### src/rtl/hc4_rom_loader.sv
// hc4_rom_loader: streams a framed byte image into the hc4 core's 4096x8 instruction ROM
//
// Frame: 0xA5, len_hi (upper nibble must be 0), len_lo, len+1 data bytes
//        [, checksum byte when HC4_LOADER_CHECKSUM_EN is defined]
//
// Ports:
//   clk          system clock, all state updates on posedge
//   nReset       asynchronous active-low reset
//   rx_valid     upstream byte strobe
//   rx_data      upstream byte
//   rx_ready     loader can accept a byte (low only in a ROM write cycle)
//   rom_we       one-cycle ROM write strobe
//   rom_addr     ROM write address
//   rom_wdata    ROM write data
//   core_nReset  registered active-low core reset, high only after a good load
//   busy         header/data/checksum in progress
//   error        malformed header or checksum mismatch
//
// Config macro: HC4_LOADER_CHECKSUM_EN adds the CSUM state and a mod-256 sum.
module hc4_rom_loader (
    input  logic        clk,
    input  logic        nReset,
    input  logic        rx_valid,
    input  logic [7:0]  rx_data,
    output logic        rx_ready,
    output logic        rom_we,
    output logic [11:0] rom_addr,
    output logic [7:0]  rom_wdata,
    output logic        core_nReset,
    output logic        busy,
    output logic        error
);
`ifdef HC4_LOADER_CHECKSUM_EN
    typedef enum logic [2:0] {IDLE, LEN_HI, LEN_LO, DATA, CSUM, DONE, ERR} state_t;
`else
    typedef enum logic [2:0] {IDLE, LEN_HI, LEN_LO, DATA, DONE, ERR} state_t;
`endif
    state_t      state_q, state_d;
    logic [11:0] len_q, len_d, cnt_q, cnt_d;
    logic [7:0]  wdata_q, wdata_d;
    logic        we_q, we_d, core_q, core_d;
    logic        acc;
`ifdef HC4_LOADER_CHECKSUM_EN
    logic [7:0]  sum_q, sum_d;
`endif

    // No byte is taken during a write cycle, which caps throughput at one byte per two cycles.
    assign acc = rx_valid & ~we_q;

    always_comb begin
        state_d = state_q;
        len_d   = len_q;
        cnt_d   = cnt_q;
        wdata_d = wdata_q;
        we_d    = 1'b0;
`ifdef HC4_LOADER_CHECKSUM_EN
        sum_d   = sum_q;
`endif
        case (state_q)
            IDLE: state_d = (acc && rx_data == 8'hA5) ? LEN_HI : IDLE;
            LEN_HI: if (acc) begin
                len_d[11:8] = rx_data[3:0];
                state_d     = (rx_data[7:4] != 4'h0) ? ERR : LEN_LO;
            end
            LEN_LO: if (acc) begin
                len_d[7:0] = rx_data;
                cnt_d      = 12'h000;
`ifdef HC4_LOADER_CHECKSUM_EN
                sum_d      = 8'h00;
`endif
                state_d    = DATA;
            end
            DATA: if (we_q) begin
                // Hold the counter at len on the last write so it never wraps.
                if (cnt_q == len_q) begin
`ifdef HC4_LOADER_CHECKSUM_EN
                    state_d = CSUM;
`else
                    state_d = DONE;
`endif
                end else begin
                    cnt_d = cnt_q + 12'h001;
                end
            end else if (acc) begin
                wdata_d = rx_data;
                we_d    = 1'b1;
`ifdef HC4_LOADER_CHECKSUM_EN
                sum_d   = sum_q + rx_data;
`endif
            end
`ifdef HC4_LOADER_CHECKSUM_EN
            CSUM: if (acc) state_d = (rx_data == sum_q) ? DONE : ERR;
`endif
            DONE, ERR: if (acc && rx_data == 8'hA5) state_d = LEN_HI;
            default: state_d = IDLE;
        endcase
        // Registered from next state so the core reset is glitch-free and drops the cycle after a reload A5.
        core_d = (state_d == DONE);
    end

    always_ff @(posedge clk or negedge nReset) begin
        if (!nReset) begin
            state_q <= IDLE;
            len_q   <= 12'h000;
            cnt_q   <= 12'h000;
            wdata_q <= 8'h00;
            we_q    <= 1'b0;
            core_q  <= 1'b0;
`ifdef HC4_LOADER_CHECKSUM_EN
            sum_q   <= 8'h00;
`endif
        end else begin
            state_q <= state_d;
            len_q   <= len_d;
            cnt_q   <= cnt_d;
            wdata_q <= wdata_d;
            we_q    <= we_d;
            core_q  <= core_d;
`ifdef HC4_LOADER_CHECKSUM_EN
            sum_q   <= sum_d;
`endif
        end
    end

    assign rx_ready    = ~we_q;
    assign rom_we      = we_q;
    assign rom_addr    = cnt_q;
    assign rom_wdata   = wdata_q;
    assign core_nReset = core_q;
`ifdef HC4_LOADER_CHECKSUM_EN
    assign busy        = (state_q == LEN_HI) || (state_q == LEN_LO) || (state_q == DATA) || (state_q == CSUM);
`else
    assign busy        = (state_q == LEN_HI) || (state_q == LEN_LO) || (state_q == DATA);
`endif
    assign error       = (state_q == ERR);
endmodule

### config.mk
export PLATFORM = sky130hd
export DESIGN_NAME = hc4_rom_loader
export DESIGN_NICKNAME = d
export VERILOG_FILES = /design/src/rtl/hc4_rom_loader.sv
export SDC_FILE = /design/constraint.sdc
export NUM_CORES = 1
export LEC_CHECK = 0
export BUFFER_PORTS_ARGS = -buffer_cell sky130_fd_sc_hd__buf_2
export CORE_UTILIZATION = 30
export CTS_BUF_LIST = sky130_fd_sc_hd__clkbuf_8
export DETAILED_ROUTE_END_ITERATION = 7
export GPL_ROUTABILITY_DRIVEN = 0
export REMOVE_ABC_BUFFERS = 1
export SYNTH_ARGS = -nofsm -noshare
export SYNTH_HDL_FRONTEND = slang
export SYNTH_SLANG_ARGS = --single-unit
### constraint.sdc
create_clock -name clk -period 2.2 [get_ports clk]
set_clock_uncertainty 0.1 [all_clocks]
set_input_delay 0.22 -clock clk [delete_from_list [all_inputs] [get_ports clk]]
set_output_delay 0.22 -clock clk [all_outputs]
set_load 0.02 [all_outputs]
After elaboration in Yosys (flattened, before gate mapping)
Index checks and enable logic that the tools add are counted.

word-level totals
  register bits = 37
  input port bits = 11
  logic and storage cells = 47

cells by class
  add/sub/neg operators = 1
  equal/unequal tests = 11
  mux-type cells = 15
  bitwise logic cells = 2
  reductions and logical operators = 11

operators by type and width
  operator                                              number
  2-to-1 mux 12 bit                                     3
  one-hot mux 12 bit (2 select lines)                   1
  2-to-1 mux 3 bit                                      6
  one-hot mux 3 bit (5 select lines)                    1
  adder 12 x 1 -> 12 bit (second input constant)        1
  equality test 12 bit                                  1
  equality test 3 bit (second input constant)           3
  equality test 8 bit (second input constant)           1
  equality test 3 x 2 -> 1 bit (second input constant)  2
  != test 2 bit (second input constant)                 3
  2-to-1 mux 1 bit                                      4
  AND reduction 2 bit                                   2
  AND reduction 4 bit                                   1
  nonzero test 4 bit                                    1
  equality test 3 x 1 -> 1 bit (second input constant)  1
  logical NOT 3 bit                                     1
  AND reduction 3 bit                                   1
  logical OR 1 bit                                      2
  nonzero test 2 bit                                    1
  OR reduction 2 bit                                    1
  AND 1 bit                                             1
  logical AND 1 bit                                     1
  inverter 1 bit                                        1

Logic depth before layout (Yosys ltp)
Gate-level depths: netlist of run 1.

  word-level depth = 6
  depth in mapped cells = 7
  mapped depth without buffers = 5

Worst setup path before layout of run 1
Ideal clock, no wire load.

  path type = reg2reg
  start = register cnt_q[2] (netlist: rom_addr[2])
  end = register state_q[0]
  library setup time = 0.120 ns
  arrival = 1.671 ns
  path slack = 0.308 ns
  stages on the path, launching flop included = 8
  period minus slack after synthesis = 1.892 ns
  cell sequence = dfrtp_1 -> xnor2_1 -> nand4_1 -> nor3_2 -> buf_2 -> buf_2 -> nand2_1 -> a41o_1

on the way
  cells in the longest elaborated chain, start to end = 4

ends and longest elaborated chain
  what                                RTL line  RTL
  start, declared                     39        logic [11:0] len_q, len_d, cnt_q, cnt_d;
  start signal, assigned              115       cnt_q <= cnt_d;
  equality test 12 bit                75        if (cnt_q == len_q) begin
  2-to-1 mux 3 bit                    75
  2-to-1 mux 3 bit                    73        DATA: if (we_q) begin
  one-hot mux 3 bit (5 select lines)  59        case (state_q)
  net state_d[0]                      38        state_t state_q, state_d;
  end signal, assigned                113       state_q <= state_d;
  end, declared                       38

The timed path passes the listed nets, and every way through them passes these cells.
A chain may end at the register's enable or synchronous reset.

Worst setup path after layout of run 1
  start = register state_q[0]
  end = register cnt_q[6] (netlist: rom_addr[6])

on the way
  cells in the longest elaborated chain, start to end = 3

ends and longest elaborated chain
  what                                                                  RTL line
  equality test 3 x 2 -> 1 bit                                          59
  != test 2 bit (no source line) or nonzero test 2 bit (tied branches)  -
  AND reduction 4 bit (no source line)                                  -

Several ways; a longest one is shown, not always the timed one.

==> impl_metrics.py, run 1 <==
metrics = {
    "floorplanning": {
        "die_y_um": 80.0,
        "die-area_um2": 6410,
        "core_region_area_um2": 5890,
        "initial_utilization_pct": 31.0,
        "placementRows": 28,
        "pin_count": 36,
        "die_w_um": 80.0,
    },
    "routing": {
        "routedWlPerCell_um": 14.1,
        "antenna_violating_nets_post_route": 0,
        "drt-vias-per-instance": 4.96,
        "drc_errors": 1,
        "drt_wl_total_mm": 4.36,
        "drtPass1Iterations": 6,
        "drt_iter0_drc": 121,
        "via_count": 1534,
    },
    "sta": {
        "fmax_mhz": 519,
        "final.period_utilization_pct": 87.6,
        "maxSlewViolCount": 0,
        "max-slew-margin-rel_pct": 44.6,
        "setup_viol": 0,
        "rsz0062_at_grt": "false",
        "hold_viol": 0,
        "worst_slew_pin_slew_ns": 0.830,
        "fin_hold_ws_ns": 0.0578,
        "setup_tns_ns": 0,
        "layout_min_cycle_time_ns": 1.93,
    },
    "layout": {
        "nFillCells": 613,
        "fin_util_pct": 38.2,
        "nets": 245,
        "layout_commonest_cell": "nand2_1",
        "antenna_cells": 0,
        "multiInputGateArea_um2": 860,
        "drive_gt1_share_pct": 26.5,
        "final_cell_mix": "nand2_1, dfrtp_1, buf_2",
        "regArea_um2": 926,
        "syn_to_final_growth_pct": 23.2,
    },
    "yosys": {
        "async_flop_share_pct": 100,
        "netlist_area_um2": 1830,
        "synthDistinctLibCells": 32,
        "synth.avg_cell_area_um2": 9.72,
        "ys_warn_count": 0,
        "synthCells": 188,
        "synth_top_area_cell": "dfrtp_1",
        "synth_top_area_share_pct": 50.7,
        "synthTopCellsByArea": "dfrtp_1, nand2_1, xnor2_1",
        "synth_ff_type": "dfrtp_1",
        "synth-edff-count": 0,
        "ys_ff_latch": 37,
        "ys_seq_area_share_pct": 50.7,
    },
    "status": {
        "status": "complete, but fails checks",
        "violations": "design-rule violations",
    },
    "global_routing": {
        "grt_max_degree": 38,
        "track_usage_pct": 15.2,
        "grt_pass1_vias": 1485,
        "gr-total-overflow": 0,
        "grt_antenna_before_repair": 0,
        "grt_pass1_wl_mm": 7.49,
    },
    "worst_setup_path": {
        "cp_max_fo": 10,
        "crit_arrival_ns": 2.04,
        "crit_type": "register to register",
        "cp-start-kind": "register",
        "end_kind": "register",
        "required_ns": 2.31,
    },
    "clock_network": {
        "clock_path_buffers": 2,
        "cts-buffers-inserted": 5,
        "cts_htree_levels": 2,
        "root_buffer": "clkbuf_8",
        "cts_tree": "done",
        "ctsResizeCount": 0,
        "clock_sink_count": 37,
        "clk_pin_slew_worst_paths_ns": 0.08,
        "clk_latency_ns": 0.29,
    },
    "placed_design": {
        "io_buffers": 35,
        "dp_hpwl_mm": 3.12,
    },
    "power_and_ir_drop": {
        "peakVddDrop_v": 0.000409,
        "power_leakage_nw": 1.06,
        "p_per_area_nw_per_um2": 649,
    },
    "run": {
        "drv_cap": 0,
    },
    "worst_hold_path": {
        "min_path_type": "input port to register",
    },
}
## stage by stage
step	power, mW	instance area, µm²	setup slack [ns]	instances
finish	1.46	2250	0.273	309
global route	1.52	2250	0.184	309
CTS	1.48	2250	0.280	309
detailed placement	0.882	2130	0.329	300
global placement	0.879	2130	0.359	300
floorplan	0.818	1800	0.202	182
## path summary, 6_finish.rpt
path,from,end,slack [ns],depth (start not counted)
setup / recovery,state_q[0]$_DFF_PN0_,rom_addr[6]$_DFFE_PN0P_,0.27,5
hold reg to reg,len_q[7]$_DFFE_PN0P_,len_q[7]$_DFFE_PN0P_,0.40,2
max in group asynchronous,nReset,len_q[3]$_DFFE_PN0P_,1.00,2
setup reg to reg,state_q[0]$_DFF_PN0_,rom_addr[6]$_DFFE_PN0P_,0.27,5
min in group asynchronous,nReset,rom_addr[10]$_DFFE_PN0P_,0.46,2
hold / removal,rx_data[0],len_q[8]$_DFFE_PN0P_,0.06,3
## cell type report
cell class / instances / share of cell area [%]
clock buffer: 5 / 3.06
clock inverter: 3 / 1.89
inverter: 4 / 0.667
multi-input combinational: 141 / 38.2
sequential: 37 / 41.1
tap: 75 / 4.17
timing repair buffer: 44 / 10.9
## registers in the layout, summed over array words and instances, names as in the netlist
| signal | flops |
|---|---|
| len_q | 12 |
| rom_we | 1 |
| rom_addr | 12 |
| core_nReset | 1 |
| state_q | 3 |
| rom_wdata | 8 |
## synthesized netlist by cell type, types with 2 or more instances
cell       n
buf_2      3
dfrtp_1   37
or4_1      4
mux2i_1    4
o31a_1     2
mux2_2     8
inv_1      4
nand2b_1   3
nor4b_1    2
nand4_1    5
o21ai_0    6
or3_1      8
xnor2_1   12
nand3_1    4
nor3_1     7
nand2_1   47
nor2_1     5
nor2_2     2
o31ai_1    3
a21oi_1    8
clkbuf_1   3
## cells by family (layout without fill, tap and decap cells)
logic type      after synthesis  after routing  share of synthesized area, %
flops                        37             37                          50.7
mux                          12             12                          7.12
xor+xnor                     12             12                          5.75
buf+inv                      10             56                          2.26
simple gates                 94             94                          25.9
compound gates               22             22                          7.60
fa+ha+maj                     1              1                         0.685
## power by group
part           internal (mW)  total, mW  switching [mW]
registers              0.707      0.737          0.0306
clock network          0.336      0.592           0.256
logic                 0.0554      0.132          0.0764
total                   1.10       1.46           0.363
## critical path, cell delays in order, from the launching register on
cell,delay (ns)
dfrtp_1,0.52
nand2_1,0.13
or2_0,0.25
or3_1,0.39
or3_1,0.31
a21oi_1,0.16
## per-layer routing
layer,wire [µm],track usage (%)
met1,2090,21.2
met2,1990,23.4
met3,237,3.31
met4,38,4.82
met5,0,0
## repair_timing
action                    in CTS  in global routing
hold buffers                   1                  0
hold endpoints to repair      37                  0
buffers inserted               0                  0
Note: power is estimated with default switching activity, not from simulation.
==> run 2, diff against run 1 <==
--- a/config.mk
+++ b/config.mk
@@ -6,10 +6,12 @@
 export NUM_CORES = 1
 export LEC_CHECK = 0
 export BUFFER_PORTS_ARGS = -buffer_cell sky130_fd_sc_hd__buf_2
+export CAP_MARGIN = 20
 export CORE_UTILIZATION = 30
 export CTS_BUF_LIST = sky130_fd_sc_hd__clkbuf_8
 export DETAILED_ROUTE_END_ITERATION = 7
 export GPL_ROUTABILITY_DRIVEN = 0
+export PLACE_DENSITY = 0.47
 export REMOVE_ABC_BUFFERS = 1
 export SYNTH_ARGS = -nofsm -noshare
 export SYNTH_HDL_FRONTEND = slang
==> run 2 against run 1 <==
  * The run now ends clean
  * Final cell count down 0.32%
  * Wire length grew 1.8%
  * Sequential power hardly changed
  * Largest power group unchanged
  * Highest routed layer unchanged
==> impl_metrics.py, run 2 (synthesis results as in run 1) <==
metrics = {
    "status": {
        "status": "complete, no violations",
    },
    "worst_setup_path": {
        "cp_slowest_stage_delay_ns": 0.51,
        "cp.depth": 5,
        "cp-start-kind": "register",
        "end_kind": "register",
        "crit_arrival_ns": 2.04,
        "crit_buf_inv": 0,
        "crit_family": "simple AND/OR/NAND/NOR gates",
        "required_ns": 2.32,
        "crit_chain": "nand2_1, or2_0, or3_1, or3_1, a21oi_1",
        "reg2reg_depth": 5,
        "crit_type": "register to register",
        "slowest_stage": "dfrtp_1",
        "crit_top_cell": "or3_1",
        "cp_max_fo": 10,
    },
    "clock_network": {
        "post_cts_buffers": 0,
        "postCtsHoldBufs": 1,
        "root_buffer": "clkbuf_8",
        "cts_tree": "done",
        "clk_pin_slew_worst_paths_ns": 0.08,
        "clock_path_buffers": 2,
        "clk_latency_ns": 0.29,
        "cts-buffers-inserted": 5,
        "cts_htree_levels": 2,
        "ctsResizeCount": 0,
        "clock_sink_count": 37,
    },
    "routing": {
        "via_count": 1501,
        "antenna_violating_nets_post_route": 0,
        "drt_wl_total_mm": 4.44,
        "drtPass1Iterations": 5,
        "drc_errors": 0,
        "drt_iter0_drc": 38,
        "routedWlPerCell_um": 14.4,
        "drt-vias-per-instance": 4.87,
    },
    "sta": {
        "worst_slew_pin_slew_ns": 0.853,
        "maxSlewViolCount": 0,
        "layout_min_cycle_time_ns": 1.92,
        "hold_viol": 0,
        "final.period_utilization_pct": 87.1,
        "setup_viol": 0,
        "rsz0062_at_grt": "false",
        "max-slew-margin-rel_pct": 43.1,
        "fin_ws_ns": 0.283,
        "fin_hold_ws_ns": 0.0640,
        "setup_tns_ns": 0,
        "fmax_mhz": 522,
    },
    "placed_design": {
        "pre_cts_ws_ns": 0.294,
        "dp_hpwl_mm": 3.19,
        "place_area_um2": 2120,
        "io_buffers": 35,
        "dp_cells": 299,
    },
    "global_routing": {
        "grt_antenna_before_repair": 0,
        "grt_pass1_wl_mm": 7.53,
        "grt_max_degree": 38,
        "track_usage_pct": 15.8,
        "gr-total-overflow": 0,
        "grt_pass1_vias": 1482,
    },
    "run": {
        "drv_cap": 0,
    },
    "layout": {
        "multiInputGateArea_um2": 860,
        "final_cell_mix": "nand2_1, dfrtp_1, buf_2",
        "nFillCells": 625,
        "nets": 244,
        "regArea_um2": 926,
        "fin_util_pct": 37.8,
        "antenna_cells": 0,
        "syn_to_final_growth_pct": 21.7,
        "drive_gt1_share_pct": 26.6,
        "layout_commonest_cell": "nand2_1",
        "finalNonFillerCells": 308,
        "fin_area_um2": 2220,
    },
    "floorplanning": {
        "pin_count": 36,
        "die_y_um": 80.0,
        "core_region_area_um2": 5890,
        "die_w_um": 80.0,
        "initial_utilization_pct": 31.0,
        "die-area_um2": 6410,
        "placementRows": 28,
    },
    "power_and_ir_drop": {
        "p_per_area_nw_per_um2": 608,
        "finalPower_mw": 1.35,
        "peakVddDrop_v": 0.000315,
        "power_leakage_nw": 1.04,
    },
    "worst_hold_path": {
        "min_path_type": "input port to register",
        "min_delay_path_depth": 3,
    },
}
## run 2: changes by cell type in the layout (fill, tap and decap cells not counted), sizes merged
cell | before | now
clkinv | 1 | 3
buf | 43 | 42
bufinv | 1 | 0
inv | 5 | 4
## run 2: tightest hold or removal path, stage by stage
cell	delay [ns]
buf_2	0.11
nand2_1	0.05
nand2_1	0.04
## run 2: layer usage
layer	GRT usage, %	share of wire (%)
met3	3.66	4.6
met2	23.2	42
met4	5.54	1.4
met5	0	0
met1	22.3	52
## run 2: path summary, 6_finish.rpt
| kind | slack, ns | from | endpoint |
|---|---|---|---|
| min in group asynchronous | 0.47 | nReset | rom_addr[7]$_DFFE_PN0P_ |
| min reg2reg | 0.40 | len_q[0]$_DFFE_PN0P_ | len_q[0]$_DFFE_PN0P_ |
| min | 0.06 | rx_data[3] | len_q[11]$_DFFE_PN0P_ |
| max | 0.28 | state_q[0]$_DFF_PN0_ | rom_addr[6]$_DFFE_PN0P_ |
| max reg2reg | 0.28 | state_q[0]$_DFF_PN0_ | rom_addr[6]$_DFFE_PN0P_ |
| max in group asynchronous | 0.99 | nReset | rom_wdata[1]$_DFFE_PN0P_ |
## run 2: cell type report
type | count | area share [%]
clock inverters | 3 | 1.01
multi-input cells | 141 | 38.7
flip-flops and latches | 37 | 41.6
well taps | 75 | 4.22
clock buffers | 5 | 3.10
inverters | 4 | 0.675
repair buffers | 43 | 10.7
## run 2: where the power goes
| part | total (mW) | switching [mW] | internal [mW] |
|---|---|---|---|
| Clock | 0.487 | 0.263 | 0.225 |
| Sequential | 0.737 | 0.0305 | 0.707 |
| Combinational | 0.128 | 0.0740 | 0.0543 |
==> run 3, diff against run 2 <==
--- a/config.mk
+++ b/config.mk
@@ -7,11 +7,13 @@
 export LEC_CHECK = 0
 export BUFFER_PORTS_ARGS = -buffer_cell sky130_fd_sc_hd__buf_2
 export CAP_MARGIN = 20
+export CELL_PAD_IN_SITES_DETAIL_PLACEMENT = 1
+export CELL_PAD_IN_SITES_GLOBAL_PLACEMENT = 1
 export CORE_UTILIZATION = 30
 export CTS_BUF_LIST = sky130_fd_sc_hd__clkbuf_8
 export DETAILED_ROUTE_END_ITERATION = 7
 export GPL_ROUTABILITY_DRIVEN = 0
-export PLACE_DENSITY = 0.47
+export PLACE_DENSITY = 0.58
 export REMOVE_ABC_BUFFERS = 1
 export SYNTH_ARGS = -nofsm -noshare
 export SYNTH_HDL_FRONTEND = slang
==> run 3 against run 2 <==
  * First-iteration DRC count increased by 11%
  * Combinational power is 4% higher
  * Total power up 0.32%
  * Critical path type unchanged
==> impl_metrics.py, run 3 (synthesis results as in run 1) <==
metrics = {
    "clock_network": {
        "cts_tree": "done",
        "cts_htree_levels": 2,
        "clk_latency_ns": 0.29,
        "post_cts_buffers": 0,
        "clk_pin_slew_worst_paths_ns": 0.08,
        "root_buffer": "clkbuf_8",
        "clock_path_buffers": 2,
        "cts-buffers-inserted": 5,
        "clock_sink_count": 37,
    },
    "power_and_ir_drop": {
        "peakVddDrop_v": 0.000265,
        "p_per_area_nw_per_um2": 609,
        "power_leakage_nw": 1.04,
        "finalPower_mw": 1.36,
    },
    "sta": {
        "fin_ws_ns": 0.221,
        "setup_viol": 0,
        "setup_tns_ns": 0,
        "fmax_mhz": 505,
        "worst_slew_pin_slew_ns": 0.887,
        "final.period_utilization_pct": 89.9,
        "hold_viol": 0,
        "max-slew-margin-rel_pct": 40.8,
        "rsz0062_at_grt": "false",
        "maxSlewViolCount": 0,
        "layout_min_cycle_time_ns": 1.98,
    },
    "global_routing": {
        "track_usage_pct": 16.7,
        "grt_pass1_wl_mm": 8.20,
        "gr-total-overflow": 0,
        "grt_max_degree": 38,
        "grt_antenna_before_repair": 0,
        "grt_pass1_vias": 1614,
    },
    "layout": {
        "finalNonFillerCells": 309,
        "final_cell_mix": "nand2_1, dfrtp_1, buf_2",
        "layout_commonest_cell": "nand2_1",
        "antenna_cells": 0,
        "nets": 245,
        "nFillCells": 720,
        "syn_to_final_growth_pct": 21.9,
        "drive_gt1_share_pct": 26.5,
    },
    "routing": {
        "drt-vias-per-instance": 5.03,
        "drtPass1Iterations": 4,
        "via_count": 1555,
        "routedWlPerCell_um": 15.5,
        "drc_errors": 0,
        "drt_iter0_drc": 42,
        "antenna_violating_nets_post_route": 0,
        "drt_wl_total_mm": 4.79,
    },
    "floorplanning": {
        "initial_utilization_pct": 31.0,
        "die-area_um2": 6410,
        "core_region_area_um2": 5890,
        "die_w_um": 80.0,
        "placementRows": 28,
        "die_y_um": 80.0,
        "pin_count": 36,
    },
    "worst_setup_path": {
        "crit_type": "register to register",
        "worst_r2r_startpoint": "state_q[2]$_DFF_PN0_",
        "cp_max_fo": 7,
        "end_kind": "register",
        "critPathLaunch": "state_q[2]$_DFF_PN0_",
        "crit_arrival_ns": 2.09,
        "cp-start-kind": "register",
        "required_ns": 2.31,
    },
    "worst_hold_path": {
        "hp-start": "rx_data[1]",
        "min_path_type": "input port to register",
    },
    "placed_design": {
        "pre_cts_ws_ns": 0.246,
        "dp_hpwl_mm": 3.49,
        "io_buffers": 35,
        "dp_cells": 300,
    },
    "run": {
        "drv_cap": 0,
    },
    "status": {
        "status": "complete, no violations",
    },
}
run 3: timing repair:
item                                   4_1_cts  5_1_grt
gates resized for setup                      0        0
hold buffers                                 1        0
endpoints found under the hold margin       37        0
run 3: critical path: stages (launching register included):
cell and delay [ns]:
dfrtp_1 0.46, nand2b_4 0.20, or2_0 0.27, or3_1 0.41
or3_1 0.31, a21oi_1 0.14
run 3: through the flow:
step	hold WS, ns	area (µm²)	util [%]
floorplan	-0.176	1800	-
global placement	0.294	2130	36.2
detailed placement	0.300	2130	36.2
CTS	0.0611	2230	37.8
global route	0.0811	2230	37.8
finish	0.0711	2230	37.8
run 3: layout make-up:
class / count / area, µm² / area share [%]
flip-flops and latches: 37 / 926 / 41.6
multi-input cells: 141 / 860 / 38.6
repair buffers: 44 / 245 / 11.0
well taps: 75 / 93.8 / 4.21
clock buffers: 5 / 68.8 / 3.09
clock inverters: 3 / 18.8 / 0.843
inverters: 4 / 15.0 / 0.674
run 3: final timing paths:
path,end,slack [ns],cells past startpoint
worst min-delay path,len_q[9]$_DFFE_PN0P_,0.07,3
min in group asynchronous,rom_addr[8]$_DFFE_PN0P_,0.49,2
max in group asynchronous,rom_wdata[3]$_DFFE_PN0P_,0.96,2
worst max-delay path,rom_addr[6]$_DFFE_PN0P_,0.22,5
worst min register to register,len_q[3]$_DFFE_PN0P_,0.41,2
worst max register to register,rom_addr[6]$_DFFE_PN0P_,0.22,5
run 3: metal layers:
metal	share of wire (%)	GRT usage (%)	vias to the layer above	wire length, µm
li1	-	-	746	-
met5	0	0	-	0
met4	0.31	3.75	0	15
met3	3.3	3.09	2	156
met1	50	23.1	778	2390
met2	47	27.1	29	2230
run 3: power breakdown:
group	switching [mW]	internal, mW
Sequential	0.0301	0.706
Combinational	0.0773	0.0555
Clock	0.269	0.219
Total	0.376	0.981
